--- config.mk ---
export PLATFORM = sky130hd
export DESIGN_NAME = jk_sync_up_counter
export DESIGN_NICKNAME = d
export VERILOG_FILES = /design/src/rtl/cnt_pkg.sv /design/src/rtl/jk_ff_ar.sv /design/src/rtl/jk_sync_up_counter.sv
export SDC_FILE = /design/constraint.sdc
export NUM_CORES = 1
export LEC_CHECK = 0
export BUFFER_PORTS_ARGS = -buffer_cell sky130_fd_sc_hd__buf_2
export CORE_AREA = 10 10 47 49
export CTS_CLUSTER_SIZE = 12
export DETAILED_ROUTE_END_ITERATION = 7
export DIE_AREA = 0 0 57 59
export SYNTH_ARGS = -nofsm -noshare
export SYNTH_HDL_FRONTEND = slang
export SYNTH_SLANG_ARGS = --single-unit
--- constraint.sdc ---
create_clock -name clk -period 2.05 [get_ports clk]
set_input_delay 0.3075 -clock clk [delete_from_list [all_inputs] [get_ports clk]]
set_output_delay 0.3075 -clock clk [all_outputs]
set_load 0.01 [all_outputs]
--- src/rtl/cnt_pkg.sv ---
// Shared definitions for the JK-based counter library: JK cell control
// encodings and the elaboration-time modulus range check.
package cnt_pkg;

  // {J,K} control pair applied to a JK cell.
  typedef enum logic [1:0] {
    JK_HOLD = 2'b00,
    JK_RST  = 2'b01,
    JK_SET  = 2'b10,
    JK_TOG  = 2'b11
  } jk_op_e;

  // A count sequence 0..modulus-1 must have at least two states and
  // must fit in the available width.
  function automatic bit modulus_ok(input int unsigned width,
                                    input int unsigned modulus);
    return (modulus >= 32'd2) && (modulus <= (32'd1 << width));
  endfunction

  function automatic bit width_ok(input int unsigned width);
    return (width >= 32'd1) && (width <= 32'd16);
  endfunction

endpackage

--- src/rtl/jk_ff_ar.sv ---
// Single JK flip-flop cell with asynchronous active-low reset to 0.
module jk_ff_ar
  import cnt_pkg::*;
(
  input  logic clk_i,
  input  logic rst_ni,
  input  logic j_i,
  input  logic k_i,
  output logic q_o
);

  logic q_q;

  // JK truth table: hold, reset, set or toggle on each rising edge.
  always_ff @(posedge clk_i or negedge rst_ni) begin
    if (!rst_ni) begin
      q_q <= 1'b0;
    end else begin
      case (jk_op_e'({j_i, k_i}))
        JK_HOLD: q_q <= q_q;
        JK_RST:  q_q <= 1'b0;
        JK_SET:  q_q <= 1'b1;
        JK_TOG:  q_q <= ~q_q;
      endcase
    end
  end

  assign q_o = q_q;

endmodule

--- src/rtl/jk_sync_up_counter.sv ---
// Synchronous modulo-N up counter built from JK cells, with enable,
// synchronous clear, parallel load, terminal count and registered wrap pulse.
module jk_sync_up_counter
  import cnt_pkg::*;
#(
  parameter int unsigned WIDTH   = 4,
  parameter int unsigned MODULUS = 2 ** WIDTH
) (
  input  logic             clk,
  input  logic             rst,
  input  logic             en,
  input  logic             clr,
  input  logic             load,
  input  logic [WIDTH-1:0] d,
  output logic [WIDTH-1:0] q,
  output logic             tc,
  output logic             wrap
);

  if (!width_ok(WIDTH)) begin : g_bad_width
    $error("jk_sync_up_counter: WIDTH must be 1..16");
  end

  if (!modulus_ok(WIDTH, MODULUS)) begin : g_bad_modulus
    $error("jk_sync_up_counter: MODULUS must be 2..2**WIDTH");
  end

  // Terminal value compared in WIDTH+1 bits so MODULUS = 2**WIDTH fits.
  localparam logic [WIDTH:0] LAST = (WIDTH + 1)'(MODULUS - 1);

  logic [WIDTH-1:0] q_q;
  logic [WIDTH-1:0] q_d;
  logic [WIDTH-1:0] j;
  logic [WIDTH-1:0] k;
  logic             at_last;
  logic             wrap_q;
  logic             wrap_d;

  // Values >= LAST (including out-of-range loaded values) wrap next.
  assign at_last = {1'b0, q_q} >= LAST;

  // Select next count with priority clr > load > en > hold.
  always_comb begin
    q_d    = q_q;
    wrap_d = 1'b0;
    if (clr) begin
      q_d = '0;
    end else if (load) begin
      q_d = d;
    end else if (en) begin
      if (at_last) begin
        q_d    = '0;
        wrap_d = 1'b1;
      end else begin
        q_d = WIDTH'({1'b0, q_q} + (WIDTH + 1)'(1));
      end
    end
  end

  // Generic JK excitation: set bits that must rise, reset bits that must fall.
  assign j = q_d & ~q_q;
  assign k = ~q_d & q_q;

  for (genvar i = 0; i < WIDTH; i++) begin : g_cell
    jk_ff_ar u_cell (
      .clk_i  (clk),
      .rst_ni (rst),
      .j_i    (j[i]),
      .k_i    (k[i]),
      .q_o    (q_q[i])
    );
  end

  // One-cycle wrap pulse registered after the wrapping edge.
  always_ff @(posedge clk or negedge rst) begin
    if (!rst) begin
      wrap_q <= 1'b0;
    end else begin
      wrap_q <= wrap_d;
    end
  end

  assign q    = q_q;
  assign tc   = en & at_last;
  assign wrap = wrap_q;

endmodule

# After elaboration in Yosys (flattened, before gate mapping)
# Cells that the tools add are included.
# classes
n_reduce_logical,4
add_sub_neg,1
n_bitwise,9
eq_ne,12
n_mux,12
magnitude_cmp,1
# op_table
operator,count
"== test 2 bit, second input constant",8
2-to-1 mux 4 bit,4
case mux 1 bit (3 select lines),4
bitwise AND 4 bit,2
"== test 2 x 1 -> 1 bit, second input constant",4
logical NOT 2 bit,4
NOT 4 bit,2
"adder 4 x 1 -> 4 bit, second input constant",1
">= comparator 4 bit, second input constant",1
2-to-1 mux 1 bit,4
NOT 1 bit,4
bitwise AND 1 bit,1
# word_totals
reg_bits,5
out_inout_bits,6
elab_cells,44

# Logic depth before layout (Yosys ltp)
# depth
ltp_word,9
depth_mapped,6

# By module
# A second synthesis with hierarchy kept.
# unflattened
hier_cells,42
hier_area_um2,350.3
# by_module_without_submodules
module,area_each_um2,instances,cells_each,seq_area_each_um2
jk_sync_up_counter,215.2,1,30,25.0
jk_ff_ar,33.8,4,3,25.0

# Worst setup path before layout
# Ideal clock, no wire load.
# synth_timing
path_type,register -> register
startpoint,register g_cell[0].u_cell.q_q
endpoint,register g_cell[3].u_cell.q_q
n_path_buf,0
path_slack_ns,0.404
path_stages_with_launch,7
synth_period_minus_slack_ns,1.646
t_arrival_ns,1.521
setup_ns,0.125
cell_sequence,dfrtp_1 -> ha_1 -> nand4_1 -> inv_1 -> o41ai_2 -> ha_1 -> mux2_2
# synth_via
elab_chain_len,9
# synth_lines
item,line_no,rtl
from (decl),jk_ff_ar.sv:12,logic q_q;
from (signal assigned),jk_ff_ar.sv:20,JK_HOLD: q_q <= q_q;
from (signal assigned),jk_ff_ar.sv:23,JK_TOG: q_q <= ~q_q;
adder 4 x 1 -> 4 bit or >= comparator 4 bit (tied branches),"jk_sync_up_counter.sv:55, jk_sync_up_counter.sv:40",
2-to-1 mux 4 bit *,jk_sync_up_counter.sv:51,if (at_last) begin
2-to-1 mux 4 bit *,jk_sync_up_counter.sv:50,end else if (en) begin
2-to-1 mux 4 bit *,jk_sync_up_counter.sv:48,end else if (load) begin
2-to-1 mux 4 bit *,jk_sync_up_counter.sv:46,if (clr) begin
NOT 4 bit,jk_sync_up_counter.sv:62,assign k = ~q_d & q_q;
bitwise AND 4 bit,jk_sync_up_counter.sv:62,
== test 2 bit or == test 2 x 1 -> 1 bit (tied branches),jk_ff_ar.sv:19,"case (jk_op_e'({j_i, k_i}))"
case mux 1 bit (3 select lines),jk_ff_ar.sv:19,
to (signal assigned),jk_ff_ar.sv:20,
to (signal assigned),jk_ff_ar.sv:23,
to (decl),jk_ff_ar.sv:12,
# Mark *: on every way between the ends. The rest lies on a longest branch, timed or not.
# A chain may end at the register's enable or synchronous reset.

# Worst setup path after layout
# Same ends and word-level chain as after synthesis.

==> flow_summary.toml <==
[floorplan]
die_w_um = 57
die_area_mm2 = 0.00336
core-area_mm2 = 0.00140
die_y_um = 59
ios = 15
initial_core_util = 0.287
num_rows = 14

[worst_setup_path]
startpoint_type = "flop"
path_common_cell = "ha_1"
worstPathCellList = "ha_1, nand4_1, inv_1, o41ai_2, ha_1, mux2_2"
r2r_cells = 6
crit_path_end_kind = "flop"
path_class = "reg -> reg"
crit_required_ns = 2.16
cp_slowest_cell = "dfrtp_1"
r2r_end = "g_cell[3].u_cell.q_o"
r2r-start = "g_cell[0].u_cell.q_o"
r2r_slack_ns = 0.33
critPathMaxFanout = 6
critPathMaxStageDelay_ns = 0.43
startpoint = "g_cell[0].u_cell.q_o"
cp.arrival_ns = 1.83

[synth]
yosysMostFrequentCell = "inv_1"
yosys-top-cells-count = "6 x inv_1, 5 x dfrtp_1, 5 x ha_1, 4 x buf_4, 4 x mux2_2"
synth-main-ff-cell = "dfrtp_1"
synth_cells = 40
synth_edf_count = 0
synth_top_area_frac = 0.311
netlist_area_um2 = 403
ys_ff_latch = 5
synth_cell_types = 15
yosys_warnings = 0
ys_seq_area_frac = 0.311
yosysTopAreaCell = "dfrtp_1"
synthArstFlopShare = 1.00
synthesis.nets = 54
syn-mean-instance-area_um2 = 10.1
synth.area.top_cells = "dfrtp_1 31%, ha_1 16%, mux2_2 11%, buf_4 7.5%, inv_1 5.6%"

[clock_tree]
cts_tree = "done"
cts_setup_buffers = 0
clk_pin_slew_ns = 0.04
htreeDepth = 1
post_cts_resized = 0
cts-hold-fix-buffers = 1
cts_root_buf = "clkbuf_4"
numCtsBuffers = 3
clkSinkCount = 5
insertion_delay_ns = 0.23
cts.path.max_buffers = 2

[global_route]
grt_first_pass_wirelength_mm = 1.24
grt_use_total = 0.0463
antenna_found_initial = 0
grt_pass1_vias = 310
grt-ovfl-total = 0
grt_max_degree = 7

[timing]
slew_viol_final = 0
fmax_mhz = 583
hold_viol_final = 0
rsz0062_at_grt = "false"
min_period_ns = 1.72
worstMarginPinSlew_ns = 0.249
skew_ns = 0.00252
finalSetupViolations = 0
setup_tns_ns = 0
relSlewSlack = 0.832
fin_crit_sh = 0.837

[cells_and_area]
ff_latch_area_um2 = 125
drive_above_1_share = 0.400
area_delta_synth_final_pct = 23.9
antennaDiodeCount = 0
n_fill_cell = 166
nNetsFinal = 70
fin_util = 0.356
multi_input_area_um2 = 225

[pwr]
clockPowerShare = 0.218
p_comb_frac = 0.443
power_frac_seq = 0.338
p_switching_w = 0.000175
irDropWorstVdd_v = 0.000487
powerDensity_mw_per_mm2 = 999
p_leak_nw = 0.273
p_int_w = 0.000324
switching_share = 0.351

[drt]
wl_per_cell_um = 11.3
antenna_left = 0
drt_iter0_drc = 1
vias_per_cell = 4.46
drt_wl_total_um = 802
dr.pass1.iters = 2
drc = 0
vias = 317

[run]
max-cap-violations = 0

[place]
place.gp.congestion = 0.744
hpwl_um = 707
io_buffers = 14

[min_path]
hold_start = "load"
min_path_cells = 2
min_path_type = "in -> reg"
min_to = "wrap"

[outcome]
status = "complete, no violations"
## stage by stage
step	instances	power (W)	setup slack, ns	hold slack [ns]	instance area (um^2)
after global routing	71	0.000550	0.194	0.345	499
after floorplan	40	0.000363	0.404	0.0119	403
after CTS	71	0.000510	0.314	0.335	499
final	71	0.000499	0.334	0.329	499
after detailed placement	66	0.000396	0.324	0.126	463
after global placement	66	0.000388	0.335	0.124	463
## cells in the final DEF, fill, tap and decap left out
| master | instances |
|---|---|
| clkbuf_4 | 3 |
| mux2i_1 | 2 |
| dlygate4sd3_1 | 1 |
| nand4_1 | 2 |
| nor3_1 | 1 |
| xor2_1 | 1 |
| nor2_1 | 3 |
| dfrtp_1 | 5 |
| clkbuf_1 | 1 |
| mux2_2 | 4 |
| inv_1 | 6 |
| ha_1 | 5 |
| o41ai_2 | 1 |
| xnor2_1 | 2 |
| nand2_1 | 1 |
| a211oi_1 | 2 |
| buf_2 | 14 |
| nand3b_1 | 1 |
## worst max-delay path, delay by kind of cell (launching register included)
family | cells | cell delay (ns)
compound gates | 1 | 0.21
buf+inv | 1 | 0.06
mux | 1 | 0.27
flops | 1 | 0.43
fa+ha+maj | 2 | 0.53
simple gates | 1 | 0.09
## power groups by stage
stage	logic, W	registers, W	clock network (W)
3_5_place_dp	0.000225	0.000170	0
4_1_cts	0.000227	0.000169	0.000114
6_report	0.000221	0.000169	0.000109
3_3_place_gp	0.000220	0.000168	0
5_1_grt	0.000255	0.000176	0.000120
2_1_floorplan	0.000200	0.000162	0
## worst max-delay path by stage
stage,end,slack [ns],cells after the start
global route,g_cell[2].u_cell.q_o,0.19,6
detailed placement,g_cell[3].u_cell.q_o,0.32,6
global placement,g_cell[2].u_cell.q_o,0.33,6
CTS,g_cell[3].u_cell.q_o,0.31,6
finish,g_cell[3].u_cell.q_o,0.33,6
floorplan,g_cell[3].u_cell.q_o,0.40,6
## final cells by class
cell class | count | area share
Multi-Input combinational cell | 25 | 0.451
Inverter | 6 | 0.0451
Timing Repair Buffer | 15 | 0.160
Tap cell | 16 | 0.0401
Sequential cell | 5 | 0.251
Clock buffer | 4 | 0.0526
## routing by layer
metal | vias to the layer above | track usage | wire length, um
li1 | 165 | - | -
met1 | 144 | 0.0476 | 355
met2 | 6 | 0.0791 | 411
met3 | 2 | 0.0150 | 28
met4 | 0 | 0.0302 | 7
met5 | - | 0 | 0
## logic make-up after synthesis
logic type	count (synthesis)	synth area share
xor gates and xnor gates	3	0.0652
buffers and inverters	10	0.130
and+or+nand+nor	8	0.0994
adders and majority gates	5	0.155
DFF	5	0.311
AOI/OAI and AO/OA	3	0.0776
muxes	6	0.161
## sequential cells by signal, summed over array words and instances, names as in the netlist
signal / flops
g_cell.u_cell.q_o: 4
wrap: 1
Power figures use the tool's default switching activity.
